===== src/rtl/pipe_stage_skid.sv =====
// pipe_stage_skid: valid/ready pipeline register with two-entry skid buffer, flush and saturating kill counter
module pipe_stage_skid #(
  parameter int               WIDTH          = 64,
  parameter logic [WIDTH-1:0] BUBBLE_VAL     = '0,
  parameter bit               CLEAR_ON_EMPTY = 1'b1,
  parameter int               CNT_W          = 16
) (
  input  logic             clk,
  input  logic             rst,
  input  logic             in_valid,
  output logic             in_ready,
  input  logic [WIDTH-1:0] in_data,
  output logic             out_valid,
  input  logic             out_ready,
  output logic [WIDTH-1:0] out_data,
  input  logic             flush,
  output logic [CNT_W-1:0] kill_cnt
);
  typedef enum logic [1:0] {EMPTY, ONE, TWO} state_t;
  state_t           state;
  logic [WIDTH-1:0] skid;
  logic             accept, dequeue;
  logic [1:0]       kills;
  logic [CNT_W:0]   cnt_sum;
  logic [CNT_W-1:0] kill_next;
  assign accept  = in_valid & in_ready;
  assign dequeue = out_valid & out_ready;
  // beats lost to a flush: held entries not leaving this cycle plus any beat accepted this cycle
  always_comb begin
    kills     = (state == TWO ? 2'd2 : state == ONE ? 2'd1 : 2'd0) - {1'b0, dequeue} + {1'b0, accept};
    cnt_sum   = {1'b0, kill_cnt} + (CNT_W + 1)'(kills);
    kill_next = cnt_sum[CNT_W] ? '1 : cnt_sum[CNT_W-1:0];
  end
  always_ff @(posedge clk) begin
    if (!rst) begin
      state     <= EMPTY;
      out_valid <= 1'b0;
      in_ready  <= 1'b1;
      out_data  <= BUBBLE_VAL;
      skid      <= BUBBLE_VAL;
      kill_cnt  <= '0;
    end else if (flush) begin
      state     <= EMPTY;
      out_valid <= 1'b0;
      in_ready  <= 1'b1;
      out_data  <= BUBBLE_VAL;
      skid      <= BUBBLE_VAL;
      kill_cnt  <= kill_next;
    end else begin
      case (state)
        EMPTY: if (accept) begin
          state     <= ONE;
          out_valid <= 1'b1;
          out_data  <= in_data;
        end
        ONE: if (accept && dequeue) begin
          out_data <= in_data;
        end else if (accept) begin
          state    <= TWO;
          in_ready <= 1'b0;
          skid     <= in_data;
        end else if (dequeue) begin
          state     <= EMPTY;
          out_valid <= 1'b0;
          if (CLEAR_ON_EMPTY) out_data <= BUBBLE_VAL;
        end
        TWO: if (dequeue) begin
          state    <= ONE;
          in_ready <= 1'b1;
          out_data <= skid;
          skid     <= BUBBLE_VAL;
        end
        default: state <= EMPTY;
      endcase
    end
  end
endmodule


===== config.mk =====
export PLATFORM = sky130hd
export DESIGN_NAME = pipe_stage_skid
export DESIGN_NICKNAME = d
export VERILOG_FILES = /design/src/rtl/pipe_stage_skid.sv
export SDC_FILE = /design/constraint.sdc
export NUM_CORES = 1
export LEC_CHECK = 0
export ABC_CLOCK_PERIOD_IN_PS = 2760
export CAP_MARGIN = 20
export CORE_MARGIN = 2
export CORE_UTILIZATION = 25
export CTS_CLUSTER_DIAMETER = 40
export DETAILED_ROUTE_END_ITERATION = 8
export HOLD_SLACK_MARGIN = 0.08
export MAX_ROUTING_LAYER = met4
export PLACE_DENSITY = 0.58
export SKIP_CTS_REPAIR_TIMING = 1
export SYNTH_ARGS = -nofsm -noshare
export SYNTH_HDL_FRONTEND = slang
export SYNTH_SLANG_ARGS = --single-unit

===== constraint.sdc =====
create_clock -name clk -period 2.76 [get_ports clk]
set_input_delay 0.552 -clock clk [delete_from_list [all_inputs] [get_ports clk]]
set_output_delay 0.552 -clock clk [all_outputs]
set_load 0.01 [all_outputs]

Word level (Yosys, flattened, before mapping)

Cells that the tools add are included.

Register bits: 148
Logic and storage cells: 59

$add $sub $neg: 3
Equal/unequal tests: 11
Muxes and demuxes: 26
Bitwise operators: 3
Reductions and logical operators: 10

Operator list:

| kind                                                                    | number |
|---|---|
| 64-bit two-way mux                                                      | 6 |
| 64-bit case mux with 3 select lines                                     | 1 |
| 64-bit case mux with 2 select lines                                     | 1 |
| 16-bit by 2-bit adder with 17-bit output                                | 1 |
| 16-bit two-way mux                                                      | 1 |
| 2-bit two-way mux                                                       | 6 |
| 2-bit inequality test, second input constant                            | 6 |
| 5-bit AND reduction                                                     | 2 |
| 1-bit two-way mux                                                       | 8 |
| 4-bit AND reduction                                                     | 2 |
| 3-bit by 2-bit inequality test with 1-bit output, second input constant | 2 |
| 2-bit case mux with 3 select lines                                      | 1 |
| 1-bit case mux with 2 select lines                                      | 2 |
| 2-bit nonzero test                                                      | 2 |
| 3-bit inequality test, second input constant                            | 1 |
| 3-bit nonzero test                                                      | 1 |
| 2-bit by 1-bit adder with 2-bit output                                  | 1 |
| 1-bit AND                                                               | 2 |
| 2-bit by 1-bit equality test with 1-bit output, second input constant   | 1 |
| 2-bit equality test, second input constant                              | 1 |
| 2-bit logical NOT                                                       | 1 |
| 2-bit OR reduction                                                      | 1 |
| 2-bit by 1-bit subtractor with 2-bit output                             | 1 |
| 1-bit logical AND                                                       | 1 |
| 1-bit inverter                                                          | 1 |

Depth between registers and ports, before layout

Word-level depth: 7
Gate-level depth with buffers: 12
Depth with buffers taken out: 12

Least setup slack after synthesis

Ideal clock, no wire load.

Path type: register to register
Start point: register state[1]
End point: register kill_cnt[7]
Setup time: 125 ps
Arrival time: 2542 ps
Setup slack: 94 ps
Cell stages (with the launch flop): 13
Path buffers: 0
Clock period less this slack: 2666 ps
Cells stage by stage: dfxtp_1 -> inv_1 -> ha_1 -> ha_1 -> inv_1 -> ha_1 -> xnor2_1 -> xnor2_1 -> ha_1 -> a21oi_1 -> and4bb_2 -> xnor2_1 -> o21ai_0

Longest elaborated chain between the ends: 7

RTL lines:

| what                                           | RTL line | text |
|---|---|---|
| start: declaration                             | 20       | `state_t state;` |
| start signal: assignment                       | 36       | `state <= EMPTY;` |
| start signal: assignment                       | 43       | `state <= EMPTY;` |
| start signal: assignment                       | 52       | `state <= ONE;` |
| 2-bit by 1-bit equality test with 1-bit output | 30       | `kills = (state == TWO ? 2'd2 : state == ONE ? 2'd1 : 2'd0) - {1'b0, dequeue} + {1'b0, accept};` |
| 1-bit two-way mux                              | 30       |  |
| 2-bit two-way mux *                            | 30       |  |
| 2-bit by 1-bit subtractor with 2-bit output *  | 30       |  |
| 2-bit by 1-bit adder with 2-bit output *       | 30       |  |
| 16-bit by 2-bit adder with 17-bit output *     | 31       | `cnt_sum = {1'b0, kill_cnt} + (CNT_W + 1)'(kills);` |
| 16-bit two-way mux *                           | 32       | `kill_next = cnt_sum[CNT_W] ? '1 : cnt_sum[CNT_W-1:0];` |
| end signal: assignment                         | 48       | `kill_cnt <= kill_next;` |
| end: declaration                               | 17       | `output logic [CNT_W-1:0] kill_cnt` |

Every way passes the cells marked *; elsewhere a longest branch is shown, timed or not.
A chain may end at the register's enable or synchronous reset.

Worst setup path after layout

Start point: register state[1]
End point: register kill_cnt[15]

Same word-level chain as after synthesis.

==> results.ini <==
[placement]
total_half_perimeter_wirelength_after_legalization_and_detailed_placement_um=11400
gpl.final_weighted_congestion=0.834
io_buffer_count=150

[hold_path]
worstHoldPathCells=2
worst_hold_path_type=flip-flop to flip-flop

[worst_setup_path]
critical_path.top_delay_family=adder cells
cp.buffers_inverters=3
timing.critical_path.to_type=flip-flop
worst_path_largest_cell_delay_ns=0.37
critical_path.most_common_cell=ha_1
timing.critical_path.cells=inv_2 -> ha_2 -> ha_1 -> inv_1 -> ha_1 -> xnor2_2 -> xnor2_2 -> ha_1 -> a21oi_1 -> buf_4 -> nor4_4 -> mux2_2 -> nand3_1
crit_cells=13
cp.arrival_ns=3.01
worst_setup_path_start_kind=flip-flop
cp_slowest_cell=mux2_2
worst-endpoint-required_ns=3.11
worst-setup-path-type=flip-flop to flip-flop
register_to_register_path_depth=13
critical_path_peak_fanout=7

[global_routing]
antenna_found_initial=0
grt_first_pass_wirelength_um=30000
maximum_number_of_pins_on_one_net_before_global_route_repair=59
globalRouteOverflowTotal=0
first_global_vias=5515
globalRouteTotalUtil_pct=15.0

[floorplanning]
die_h_um=160
fp.dieArea_sq_um=25600
initial_cell_density_of_the_core_pct=25.2
floorplan.die.width_um=160
core.rowCount=57
floorplan.io_pins=151
floorplan.core_area_sq_um=24100

[final_layout]
area_growth_syn_to_layout_pct=45.1
design.final.nets=875
fillerInstances=2493
post_route_cells_drive_above_1_share_pct=13.6
num_antenna_cells=0

[drt]
ant_nets=0
via_count=5606
via_per_inst=4.95
detail_route.iter0.violations=392
detail_route.first_pass.iterations=4
drt_drc_violations_left=0
route.final.wire_length_um=18900
avgRoutedWirePerCell_um=16.7

[timing]
max_freq_mhz=377
final.period_utilization_pct=96.1
fin_worst_skew_ns=0.0179
setup_viol=0
worst_slew_pin_slew_ns=0.902
grt_setup_unrepaired=false
finalHoldViolations=0
finalHoldWorstSlack_ns=0.498
layout_min_cycle_time_ns=2.65
drv_slew=0
max_slew_margin_pct=39.8

[pwr]
total_power_mw=5.69
cellLeakagePower_nw=3.17
vdd_ir_drop_max_mv=0.383
power_density_nw_per_um2=645

[synthesis]
seq_area_frac_synth_pct=48.7
yosys_register_bits=148
number_of_enable_flip_flop_cells_after_synthesis=0
synthArstFlopShare_pct=0
syn_area_per_cell_sq_um=9.33
synth_ff_type=dfxtp_1
netlist_area_sq_um=6080
netlist_instances=652
post_synth_num_cell_types=50
syn-num-nets=730
yosysWarningCount=0

[cts]
clk_latency_ns=0.42
cts_htree_levels=4
tritoncts=yes
cts.sink_count=148
cts.root.buffer_cell=clkbuf_16
clk_path_buf_depth=2
clk_pin_slew_ns=0.06
numCtsBuffers=17

[job]
cap_viol_max_count=0

[status]
status=complete, no violations

synthesized netlist by cell type (all sizes together) (4+ instances only):
master    n  area [sq um]
nor2    134           503
xnor2     7          61.3
a221oi   64           698
nand4     4          31.3
ha        8           100
nand3    10          50.1
nor3      4          20.0
inv      10          37.5
buf      21           140
nand2    14          52.6
dfxtp   148          2960
a22oi    64           480
clkbuf   37           146
a31oi     6          37.5
a21oi     5          25.0
o21ai    78           390
state kept, by name, indices dropped and copies added, names as in the netlist:
| register | flops |
|---|---|
| out_data | 64 |
| in_ready | 1 |
| state | 2 |
| kill_cnt | 16 |
| out_valid | 1 |
| skid | 64 |
per-stage QoR:
| stage | cells | setup WS [ns] | cell area [sq um] | util (%) | setup TNS (ns) |
|---|---|---|---|---|---|
| 3_5_place_dp | 1102 | -0.541 | 8110 | 33.6 | -6.28 |
| 4_1_cts | 1132 | -0.108 | 8750 | 36.3 | -0.589 |
| 6_report | 1132 | 0.107 | 8820 | 36.6 | 0 |
| 5_1_grt | 1132 | 0.00727 | 8820 | 36.6 | 0 |
| 2_1_floorplan | 652 | 0.0936 | 6080 | - | 0 |
| 3_3_place_gp | 1102 | -0.412 | 8110 | 33.6 | -4.74 |
worst paths after layout:
path | start | to | slack (ns)
worst max-delay path | state[1]$_SDFFE_PP0P_ | kill_cnt[15]$_SDFFE_PN0P_ | 0.11
worst min-delay path | skid[20]$_SDFFE_PP0P_ | skid[20]$_SDFFE_PP0P_ | 0.50
worst max register to register | state[1]$_SDFFE_PP0P_ | kill_cnt[15]$_SDFFE_PN0P_ | 0.11
worst min register to register | skid[20]$_SDFFE_PP0P_ | skid[20]$_SDFFE_PP0P_ | 0.50
power breakdown:
| group | leakage (nW) | total [mW] | internal, mW | switching (mW) |
|---|---|---|---|---|
| sequential | 1.20 | 2.27 | 2.22 | 0.0486 |
| clock | 0.315 | 2.56 | 1.67 | 0.897 |
| combinational | 1.65 | 0.862 | 0.420 | 0.442 |
logic make-up (layout without fill, tap and decap cells):
logic type / Yosys count / count (layout) / share of synthesized area (%)
AOI/OAI and AO/OA: 233 / 233 / 29.3
xor gates and xnor gates: 8 / 8 / 1.15
adders and majority gates: 9 / 9 / 1.97
buffers and inverters: 68 / 224 / 5.33
DFF: 148 / 148 / 48.7
muxes: 4 / 4 / 0.699
and+or+nand+nor: 182 / 182 / 12.8
area by class of cell:
class / count / area, sq um / share of cell area (%)
timing repair buffer: 184 / 1870 / 21.2
inverter: 10 / 37.5 / 0.425
multi-input combinational: 436 / 2900 / 32.9
clock inverter: 9 / 176 / 2.00
sequential: 148 / 2960 / 33.6
clock buffer: 21 / 470 / 5.33
tap: 324 / 405 / 4.59
per-layer routing:
layer / track usage [%] / vias to the layer above / part of all wire [%]
li1: - / 2708 / -
met4: 5.81 / 0 / 1.5
met2: 23.8 / 169 / 48
met5: - / - / 0
met3: 2.78 / 21 / 4.9
met1: 19.0 / 2708 / 46
worst reg2reg max path, stage by stage, from the launching register on:
cell	delay (ns)
dfxtp_2	0.33
inv_2	0.05
ha_2	0.17
ha_1	0.27
inv_1	0.04
ha_1	0.19
xnor2_2	0.15
xnor2_2	0.17
ha_1	0.29
a21oi_1	0.06
buf_4	0.17
nor4_4	0.23
mux2_2	0.37
nand3_1	0.09
cells in the final DEF (no fill, tap or decap), types with 6 or more instances in the layout:
cell and instances:
nor2_1 132, o21ai_1 10, a221oi_2 22, clkdlybuf4s50_1 149, dfxtp_1 147, inv_1 9
nand2_1 14, buf_12 9, a221oi_1 42, clkbuf_16 17, o21ai_0 67, nand3_1 10
ha_1 7, a22oi_1 64, a31oi_1 6, buf_4 25
(Power assumes the default switching activity.)
